<file path="config.mk">
export PLATFORM = sky130hd
export DESIGN_NAME = led_fader
export DESIGN_NICKNAME = d
export VERILOG_FILES = /design/src/rtl/led_fader.sv
export SDC_FILE = /design/constraint.sdc
export NUM_CORES = 1
export LEC_CHECK = 0
export CAP_MARGIN = 40
export CORE_UTILIZATION = 60
export DETAILED_ROUTE_END_ITERATION = 6
export PLACE_DENSITY = 0.77
export RECOVER_POWER = 100
export SYNTH_ARGS = -nofsm -noshare
export SYNTH_HDL_FRONTEND = slang
export SYNTH_SLANG_ARGS = --single-unit
</file>
<file path="constraint.sdc">
create_clock -name clk -period 3.5 [get_ports clk]
set_input_delay 0.35 -clock clk [delete_from_list [all_inputs] [get_ports clk]]
set_output_delay 0.35 -clock clk [all_outputs]
set_load 0.05 [all_outputs]
</file>
<file path="src/rtl/led_fader.sv">
// Six-channel PWM LED fader: each active-low request ramps a per-channel level toward `bright`
// or 0, and the PWM frames drive active-low pins. Define LED_FADER_GAMMA_EN for gamma-corrected duty.
module led_fader #(
  parameter int unsigned PWM_PERIOD = 255,
  parameter int unsigned FADE_DIV   = 26_470,
  parameter int unsigned FADE_STEP  = 1
) (
  input  logic       clk,
  input  logic       rst_n,
  input  logic [5:0] nLed_in,
  input  logic [7:0] bright,
  output logic [5:0] nLed,
  output logic       fade_busy
);

  localparam int unsigned    FdW     = (FADE_DIV > 1) ? $clog2(FADE_DIV) : 1;
  localparam logic [FdW-1:0] FdLast  = FdW'(FADE_DIV - 1);
  localparam logic [FdW-1:0] FdOne   = FdW'(1);
  localparam logic [7:0]     PwmLast = 8'(PWM_PERIOD - 1);
  localparam logic [8:0]     Step9   = 9'(FADE_STEP);
  localparam logic [7:0]     Step8   = 8'(FADE_STEP);

  logic [FdW-1:0]  fade_cnt_q, fade_cnt_d;
  logic            fade_tick;
  logic [7:0]      pwm_cnt_q, pwm_cnt_d;
  logic            frame_end;
  logic [5:0][7:0] level_q, level_d;
  logic [5:0][7:0] duty_q, duty_d;
  logic [5:0][7:0] target;
  logic [5:0][7:0] duty_val;
  logic [5:0]      nled_q, nled_d;
  logic            busy_q, busy_d;

  always_comb begin
    fade_tick  = (fade_cnt_q == FdLast);
    fade_cnt_d = fade_tick ? '0 : fade_cnt_q + FdOne;
    frame_end  = (pwm_cnt_q == PwmLast);
    pwm_cnt_d  = frame_end ? 8'd0 : pwm_cnt_q + 8'd1;
  end

`ifdef LED_FADER_GAMMA_EN
  logic [5:0][15:0] sq;

  always_comb begin
    for (int i = 0; i < 6; i++) begin
      sq[i] = 16'(level_q[i]) * 16'(level_q[i]);
      // Full scale is special-cased so a fully-on channel stays solidly lit.
      duty_val[i] = (level_q[i] == 8'hFF) ? 8'hFF : sq[i][15:8];
    end
  end
`else
  always_comb begin
    for (int i = 0; i < 6; i++) begin
      duty_val[i] = level_q[i];
    end
  end
`endif

  always_comb begin
    logic [8:0] up9;
    busy_d = 1'b0;
    up9    = '0;
    for (int i = 0; i < 6; i++) begin
      target[i]  = nLed_in[i] ? 8'd0 : bright;
      level_d[i] = level_q[i];
      // 9-bit compare keeps the step from wrapping past 0 or 255.
      if (fade_tick) begin
        if (level_q[i] < target[i]) begin
          up9        = {1'b0, level_q[i]} + Step9;
          level_d[i] = (up9 >= {1'b0, target[i]}) ? target[i] : up9[7:0];
        end else if (level_q[i] > target[i]) begin
          level_d[i] = (({1'b0, target[i]} + Step9) >= {1'b0, level_q[i]}) ?
                       target[i] : level_q[i] - Step8;
        end
      end
      // Shadow loads only at frame end, so an in-progress frame never changes.
      duty_d[i] = frame_end ? duty_val[i] : duty_q[i];
      nled_d[i] = ~(pwm_cnt_q < duty_q[i]);
      busy_d    = busy_d | (level_q[i] != target[i]);
    end
  end

  always_ff @(posedge clk or negedge rst_n) begin
    if (!rst_n) begin
      fade_cnt_q <= '0;
      pwm_cnt_q  <= 8'd0;
      level_q    <= '0;
      duty_q     <= '0;
      nled_q     <= 6'h3F;
      busy_q     <= 1'b0;
    end else begin
      fade_cnt_q <= fade_cnt_d;
      pwm_cnt_q  <= pwm_cnt_d;
      level_q    <= level_d;
      duty_q     <= duty_d;
      nled_q     <= nled_d;
      busy_q     <= busy_d;
    end
  end

  assign nLed      = nled_q;
  assign fade_busy = busy_q;

endmodule

</file>
==> results of run 1 <==
## Yosys cell counts, drive strengths merged, types with 18 or more instances
| cell type | n | area share, % |
|---|---|---|
| ha | 196 | 19 |
| inv | 147 | 4.4 |
| dfrtp | 120 | 24 |
| nand2 | 113 | 3.4 |
| o21ai | 104 | 4.1 |
| nor2 | 94 | 2.8 |
| xnor2 | 94 | 6.5 |
| a21oi | 81 | 3.2 |
| nand3 | 51 | 2.1 |
| mux2i | 44 | 3.5 |
| a21o | 38 | 2.3 |
| clkbuf | 38 | 1.1 |
| nand2b | 37 | 1.8 |
| nor2b | 34 | 1.7 |
| nor3 | 31 | 1.3 |
| nand4 | 28 | 1.4 |
| xor2 | 25 | 1.7 |
| a211oi | 18 | 1.4 |
| and3 | 18 | 0.89 |
## cells by family after synthesis
| kind of cell | Yosys count | share of synthesized area [%] |
|---|---|---|
| and+or+nand+nor | 459 | 18.49 |
| AOI/OAI and AO/OA | 336 | 17.24 |
| buffers and inverters | 203 | 6.226 |
| adders and majority gates | 201 | 19.80 |
| DFF | 126 | 25.00 |
| xor gates and xnor gates | 119 | 8.245 |
| muxes | 61 | 4.998 |
## state kept, by name, summed over array words and instances (netlist names)
name,cells
fade_cnt_q,15
nLed,6
fade_busy,1
duty_q,48
pwm_cnt_q,8
duty_val,48
## worst max-delay path, stage by stage
cell and delay (ns):
clkdlybuf4s50_1 0.57, buf_4 0.28, and4_4 0.32, nand3b_1 0.12, xnor2_1 0.15, ha_1 0.32
a211oi_2 0.24, o221ai_1 0.20, a2111oi_4 0.36, buf_6 0.21, o21ai_1 0.09, a211o_1 0.34
o311ai_1 0.11
## worst paths after layout
check / from / end / slack, ns / depth (start not counted)
worst max-delay path: bright[3] / duty_val[32] / 0.13 / 13
worst min-delay path: fade_cnt_q[12] / fade_cnt_q[12] / 0.51 / 1
worst max register to register: duty_val[24] / duty_val[25] / 0.19 / 14
worst min register to register: fade_cnt_q[12] / fade_cnt_q[12] / 0.51 / 1
max in group asynchronous: rst_n / duty_q[47] / 0.79 / 3
min in group asynchronous: rst_n / fade_cnt_q[5] / 0.88 / 2
## through the flow
stage | setup slack, ns | instances | setup TNS [ns] | cell area [um^2]
after floorplan | 0.1188 | 1505 | 0 | 12640
after global placement | -0.2370 | 1882 | -3.532 | 14050
after detailed placement | -0.3934 | 1882 | -7.574 | 14050
after CTS | 0.03453 | 1915 | 0 | 14700
after global routing | 0.01840 | 1915 | 0 | 14650
final | 0.1349 | 1915 | 0 | 14650
## repair_timing
action / in CTS / in global routing
endpoints found under the setup margin: 0 / 16
hold buffers: 1 / 0
hold endpoints to repair: 60 / 0
resized for setup: 0 / 10
## metal layers
metal  GRT usage (%)  vias up  share of wire, %
met5               0        -                 0
met4           14.38        0               3.1
met3           4.783       81               6.8
met2           55.02      434                47
met1           44.72     5665                43
li1                -     5570                 -
## layout make-up
type	instances	area [um^2]
fillers	1627	5777
multi-input cells	1176	8696
inverters	148	555.5
flip-flops and latches	126	3161
clock buffers	17	425.4
repair buffers	163	1267
well taps	270	337.8
clock inverters	15	210.2
## power breakdown
group          internal, mW  total, mW  leakage (nW)  switching, mW
Clock                  1.20       1.97         0.304          0.766
Combinational         0.386      0.881          4.80          0.495
Sequential             1.47       1.48          1.65         0.0127
==> impl_metrics.json, run 1 <==
{
  "drcViolationCount": 0,
  "finalPower_mw": 4.327,
  "powerDensity_nw_per_um2": 295.3,
  "nNetsFinal": 1844,
  "cap_violations": 1,
  "ys_ff_latch": 126,
  "die_height_um": 147.2,
  "htree_levels": 4,
  "grt.total_usage_pct": 33.76,
  "gr-total-overflow": 0,
  "final_cell_mix": "ha_1, inv_1, buf_4, dfrtp_1, nand2_1",
  "hold_path.class": "flip-flop to flip-flop",
  "status": "finished, violations left",
  "pin_count": 23,
  "place_hpwl_um": 26900,
  "hold_viol_final": 0,
  "viasPerCell": 6.136,
  "antenna_found_initial": 0,
  "worstSetupPathType": "input port to flip-flop",
  "grt_pass1_wl_um": 57790,
  "grt_max_degree": 66,
  "drv_slew": 63,
  "setup_violations": 0,
  "peakVddDrop_v": 0.0003244,
  "clock_latency_ns": 0.44,
  "synth_cells": 1505,
  "crit_path_max_fanout": 14,
  "clk_pin_slew_ns": 0.06,
  "synth-seq-area-share_pct": 25.00,
  "power_leakage_nw": 6.758,
  "max-clock-path-buffers": 2,
  "fin_hold_ws_ns": 0.5053,
  "place.gp.congestion": 0.9974,
  "cts_sinks": 126,
  "final_layout_size_suffix_gt1_share_pct": 13.37,
  "vias": 11750,
  "worstPathRequired_ns": 3.81,
  "die-area_um2": 21650,
  "endpoint_kind": "flip-flop",
  "grt_setup_unrepaired": "no",
  "wire_per_inst_um": 18.59,
  "worst_setup_path_start_kind": "input port",
  "drtPass1Iterations": 6,
  "worstPathArrival_ns": 3.68,
  "cts_root_buf": "clkbuf_16",
  "synthToLayoutAreaGrowth_pct": 15.92,
  "portBuffers": 22,
  "core_um2": 20430,
  "synth_nets": 1717,
  "die_w_um": 147.2,
  "yosysUniqueCellTypes": 79,
  "final_common_cell": "ha_1",
  "initial_utilization_pct": 61.88,
  "synth-async-reset-ratio_pct": 100.0,
  "period_minus_slack_ns": 3.365,
  "cts_tree": "built",
  "max_freq_ghz": 0.2972,
  "drtIter0Drc": 985,
  "wirelength_um": 35610,
  "violations": "capacitance limit, slew limit",
  "slew_headroom_pct": -9.913,
  "syn_area_um2": 12640,
  "ys_warn_count": 0,
  "final_util_pct": 71.72,
  "rows": 52,
  "grt_pass1_vias": 11371,
  "cts_buffers": 17,
  "cts_setup_buffers": 0,
  "antenna_cells": 0,
  "synthFlopType": "dfrtp_1",
  "tightest_slew_ns": 1.649,
  "ant_nets": 0,
  "period_share_pct": 96.15,
  "synth_edf_count": 0,
  "avgSynthCellArea_um2": 8.399,
  "clock_skew_ns": 0.007897
}
(Power assumes the default switching activity.)
==> run 2, diff against run 1 <==
--- a/config.mk
+++ b/config.mk
@@ -5,9 +5,11 @@
 export SDC_FILE = /design/constraint.sdc
 export NUM_CORES = 1
 export LEC_CHECK = 0
+export ABC_CLOCK_PERIOD_IN_PS = 3500
 export CAP_MARGIN = 40
 export CORE_UTILIZATION = 60
 export DETAILED_ROUTE_END_ITERATION = 6
+export GPL_ROUTABILITY_DRIVEN = 0
 export PLACE_DENSITY = 0.77
 export RECOVER_POWER = 100
 export SYNTH_ARGS = -nofsm -noshare
==> run 2 against run 1 <==
Effect of this change:
- the run still ends with capacitance limit, slew limit left
- critical path depth unchanged
- utilization shrank 0.58 points
- sequential share of layout area up 0.18 points
- global-route usage fell by 0.24 points
- critical path type unchanged
- largest cell class unchanged
- largest power group unchanged
==> impl_metrics.json, run 2 (synthesized netlist as in run 1, its figures left out) <==
{
  "cts_root_buf": "clkbuf_16",
  "cts_tree": "built",
  "worst_setup_path_start_kind": "input port",
  "grt_max_degree": 82,
  "crit_chain": "clkdlybuf4s50_1 > and2b_2 > ha_1 > xor2_1 > ha_1 > a21o_1 > a21oi_1 > o221ai_1 > a2111oi_4 > clkbuf_2 > o21ai_1 > a211o_1 > o311ai_1",
  "final_cell_mix": "ha_1, inv_1, buf_4, dfrtp_1, nand2_1",
  "endpoint_kind": "flip-flop",
  "die_w_um": 147.2,
  "crit_path_max_fanout": 10,
  "die-area_um2": 21650,
  "hold_viol_final": 0,
  "clk_pin_slew_ns": 0.06,
  "worstPathRequired_ns": 3.83,
  "tightest_slew_ns": 2.069,
  "wirelength_um": 35460,
  "worstPathArrival_ns": 3.71,
  "worstSetupPathType": "input port to flip-flop",
  "dp_slack_ns": -0.2861,
  "cp_slowest_cell": "clkdlybuf4s50_1",
  "core_um2": 20430,
  "peakVddDrop_v": 0.0003453,
  "hold_path.class": "flip-flop to flip-flop",
  "gr-total-overflow": 0,
  "place_hpwl_um": 26600,
  "drtPass1Iterations": 5,
  "cap_violations": 2,
  "slowest_delay_ns": 0.59,
  "drcViolationCount": 0,
  "fin_ws_ns": 0.1270,
  "period_share_pct": 96.37,
  "violations": "capacitance limit, slew limit",
  "wl_met3_um": 2447,
  "synthToLayoutAreaGrowth_pct": 14.98,
  "fin_area_um2": 14530,
  "dp.cells": 1878,
  "viasPerCell": 6.203,
  "grt_pass1_vias": 11778,
  "hold_path_depth": 1,
  "grt_pass1_wl_um": 57870,
  "final_common_cell": "ha_1",
  "cts_hold_buffers": 0,
  "dr_wl_met2_um": 16780,
  "worstHoldStart": "fade_cnt_q[12]",
  "final_layout_size_suffix_gt1_share_pct": 13.10,
  "wire_per_inst_um": 18.56,
  "pin_count": 23,
  "portBuffers": 22,
  "max_freq_ghz": 0.2965,
  "r2r_start": "pwm_cnt_q[3]",
  "multi_input_area_um2": 8712,
  "slew_headroom_pct": -37.93,
  "wl_met1_um": 15060,
  "vias": 11854,
  "fillers": 1634,
  "initial_utilization_pct": 61.88,
  "max-clock-path-buffers": 2,
  "htree_levels": 4,
  "clock_skew_ns": 0.009241,
  "cpMostUsedCell": "ha_1",
  "grt_setup_unrepaired": "yes",
  "top_layer_used": "met4",
  "rows": 52,
  "die_height_um": 147.2,
  "drv_slew": 106,
  "cts_sinks": 126,
  "drtIter0Drc": 905,
  "period_minus_slack_ns": 3.373,
  "ff_latch_area_um2": 3161,
  "reg2reg_depth": 7,
  "final_cells": 1911,
  "power_leakage_nw": 6.709,
  "antenna_found_initial": 0,
  "powerDensity_nw_per_um2": 281.0,
  "setup_violations": 0,
  "nNetsFinal": 1840,
  "ant_nets": 0,
  "clock_latency_ns": 0.44,
  "crit_start": "nLed_in[4]",
  "grt.total_usage_pct": 33.52,
  "cts_buffers": 17,
  "antenna_cells": 0,
  "status": "finished, violations left",
  "post_dp_cell_area_um2": 14010
}
-- run 2: cell types whose count changed in the layout (fill, tap and decap cells not counted), moves of 3 or more --
cell,delta
clkbuf_4,-3
clkinv_4,-4
bufinv_16,-3
clkbuf_2,+6
clkbuf_8,+3
-- run 2: report_power, final --
group	internal (mW)	switching [mW]	leakage, nW
Sequential	1.47	0.0186	1.65
Clock	1.03	0.705	0.270
Combinational	0.373	0.491	4.79
Total	2.87	1.21	6.71
-- run 2: area by class of cell --
type	count	area share, %
Inverter	148	3.822
Clock buffer	23	3.289
Tap cell	270	2.324
Multi-Input combinational cell	1176	59.94
Timing Repair Buffer	159	8.290
Sequential cell	126	21.75
Clock inverter	9	0.5854
-- run 2: worst paths after layout --
| kind | end | slack, ns |
|---|---|---|
| worst max-delay path | duty_val[32] | 0.13 |
| worst min-delay path | fade_cnt_q[12] | 0.50 |
| worst max register to register | duty_q[21] | 0.16 |
| worst min register to register | fade_cnt_q[12] | 0.50 |
| max in group asynchronous | duty_val[27] | 0.86 |
| min in group asynchronous | fade_cnt_q[2] | 0.51 |
-- run 2: timing repair --
action	CTS	global route
resized for setup	0	8
endpoints found under the setup margin	0	12
buffers inserted	0	0
-- run 2: routing by layer --
layer	GRT usage, %	up-vias
met4	14.23	0
met3	5.311	108
li1	-	5566
met5	0	-
met2	55.92	476
met1	42.99	5704
-- run 2: critical path: cells and delay by family --
kind	cells	cell delay [ns]
AOI/OAI and AO/OA	7	1.44
buffers and inverters	2	0.92
adders and majority gates	2	0.54
and+or+nand+nor	1	0.26
xor gates and xnor gates	1	0.18
-- run 2: stage by stage --
step	hold slack, ns	TNS, ns	total power [mW]	utilization, %
3_5_place_dp	0.4527	-6.443	2.350	68.58
4_1_cts	0.005790	0	4.071	71.33
5_1_grt	0.5234	-0.001775	4.220	71.14
2_1_floorplan	0.05441	0	2.038	-
3_3_place_gp	0.4481	-3.032	2.325	68.58
6_report	0.5019	0	4.084	71.14
==> run 3, diff against run 2 <==
--- a/config.mk
+++ b/config.mk
@@ -15,3 +15,4 @@
 export SYNTH_ARGS = -nofsm -noshare
 export SYNTH_HDL_FRONTEND = slang
 export SYNTH_SLANG_ARGS = --single-unit
+export TNS_END_PERCENT = 1
==> run 3 against run 2 <==
Effect of this change:
- the run still ends with capacitance limit, slew limit left
- critical path depth grew 2
- global-route usage stayed put
- final area hardly changed
- hold slack barely moved
- via count shrank 0.32%
- register-to-register slack lost 0.05 ns
- count of clock-buffer cells in the layout stayed put
- clock power about the same
- largest cell class unchanged
- die area unchanged
- clock skew barely moved
- critical path type unchanged
- largest power group unchanged
- sequential share of layout area hardly changed
- highest routed layer unchanged
==> impl_metrics.json, run 3 (synthesized netlist as in run 1, its figures left out) <==
{
  "status": "finished, violations left",
  "violations": "capacitance limit, slew limit",
  "reg2reg_to": "duty_val[47]",
  "drv_slew": 106,
  "drcViolationCount": 0,
  "pin_count": 23,
  "worst_setup_path_start_kind": "input port",
  "grt_pass1_vias": 11778,
  "setup_violations": 0,
  "fillers": 1626,
  "hold_viol_final": 0,
  "crit_buf_inv": 4,
  "drtIter0Drc": 933,
  "crit_end": "duty_val[15]",
  "wire_per_inst_um": 18.53,
  "synthToLayoutAreaGrowth_pct": 15.01,
  "power_leakage_nw": 6.702,
  "final_cell_mix": "ha_1, inv_1, buf_4, dfrtp_1, nand2_1",
  "clock_latency_ns": 0.44,
  "cp_slowest_cell": "clkdlybuf4s50_1",
  "cts_buffers": 17,
  "hold_path.class": "flip-flop to flip-flop",
  "final_layout_size_suffix_gt1_share_pct": 13.35,
  "fin_hold_ws_ns": 0.5018,
  "crit_chain": "clkdlybuf4s50_1 > buf_4 > and4_4 > buf_4 > nand3b_1 > xor2_1 > ha_1 > and3_1 > o211ai_1 > or3_1 > o211a_1 > buf_4 > mux2i_1 > a22oi_1 > o21ai_0",
  "cap_violations": 2,
  "grt_max_degree": 82,
  "cts_tree": "built",
  "cpMostUsedCell": "buf_4",
  "path_depth": 15,
  "antenna_found_initial": 0,
  "die_height_um": 147.2,
  "wirelength_um": 35410,
  "crit_path_max_fanout": 14,
  "gr-total-overflow": 0,
  "die-area_um2": 21650,
  "endpoint_kind": "flip-flop",
  "antenna_cells": 0,
  "die_w_um": 147.2,
  "worstPathArrival_ns": 3.75,
  "slew_headroom_pct": -39.11,
  "worstPathRequired_ns": 3.81,
  "vias": 11816,
  "reg2reg_slack_ns": 0.11,
  "crit_start": "bright[3]",
  "period_share_pct": 98.47,
  "ant_nets": 0,
  "dp.cells": 1878,
  "drtPass1Iterations": 7,
  "rows": 52,
  "max-clock-path-buffers": 2,
  "nNetsFinal": 1840,
  "period_minus_slack_ns": 3.446,
  "final_common_cell": "ha_1",
  "core_um2": 20430,
  "grt_setup_unrepaired": "yes",
  "cpLargestDelayFamily": "buffers and inverters",
  "finalPower_mw": 4.086,
  "portBuffers": 22,
  "htree_levels": 4,
  "powerDensity_nw_per_um2": 281.0,
  "r2r_start": "duty_val[40]",
  "place_hpwl_um": 26600,
  "clock_skew_ns": 0.009492,
  "grt.total_usage_pct": 33.52,
  "cts_sinks": 126,
  "cts_root_buf": "clkbuf_16",
  "worstSetupPathType": "input port to flip-flop",
  "initial_utilization_pct": 61.88,
  "reg2reg_depth": 12,
  "viasPerCell": 6.183,
  "final_cells": 1911,
  "clk_pin_slew_ns": 0.06,
  "grt_pass1_wl_um": 57870,
  "max_freq_ghz": 0.2902,
  "slowest_delay_ns": 0.58,
  "peakVddDrop_v": 0.0003464,
  "final_util_pct": 71.16,
  "tightest_slew_ns": 2.087
}
run 3: worst min-delay path by stage:
| stage | from | to | slack, ns | cells after the start |
|---|---|---|---|---|
| finish | fade_cnt_q[12] | fade_cnt_q[12] | 0.50 | 1 |
| detailed placement | rst_n | fade_cnt_q[2] | 0.45 | 1 |
| global placement | rst_n | fade_cnt_q[3] | 0.45 | 1 |
| global route | fade_cnt_q[12] | fade_cnt_q[12] | 0.52 | 1 |
| CTS | rst_n | fade_cnt_q[2] | 0.006 | 1 |
| floorplan | rst_n | duty_q[0] | 0.05 | 0 |
run 3: cell type report:
type                    count  area (um^2)  area share, %
well taps                 270        337.8          2.324
repair buffers            159         1219          8.383
clock inverters             9        85.08         0.5852
inverters                 148        555.5          3.821
flip-flops and latches    126         3161          21.74
clock buffers              23        478.0          3.288
multi-input cells        1176         8702          59.86
run 3: stage by stage:
step,worst slack [ns],TNS (ns),area (um^2)
floorplan,0.1188,0,12640
global placement,-0.1936,-3.032,14010
detailed placement,-0.2861,-6.443,14010
CTS,0.1088,0,14570
global route,-0.04719,-0.2944,14540
finish,0.05355,0,14540
run 3: metal layers:
| metal | global-route usage [%] | wire length (um) | vias to the layer above |
|---|---|---|---|
| met5 | 0 | 0 | - |
| met1 | 42.99 | 14860 | 5623 |
| met4 | 14.23 | 1120 | 0 |
| li1 | - | - | 5564 |
| met3 | 5.311 | 2639 | 95 |
| met2 | 55.92 | 16780 | 534 |
run 3: repair_timing:
| action | 4_1_cts | 5_1_grt |
|---|---|---|
| buffers inserted | 0 | 0 |
| hold buffers | 0 | 0 |
| endpoints found under the setup margin | 0 | 12 |
| gates resized for setup | 0 | 3 |
run 3: where the power goes:
group | leakage, nW | switching, mW | internal, mW
registers | 1.65 | 0.0187 | 1.47
clock network | 0.270 | 0.702 | 1.03
logic | 4.78 | 0.489 | 0.379
total | 6.70 | 1.21 | 2.88
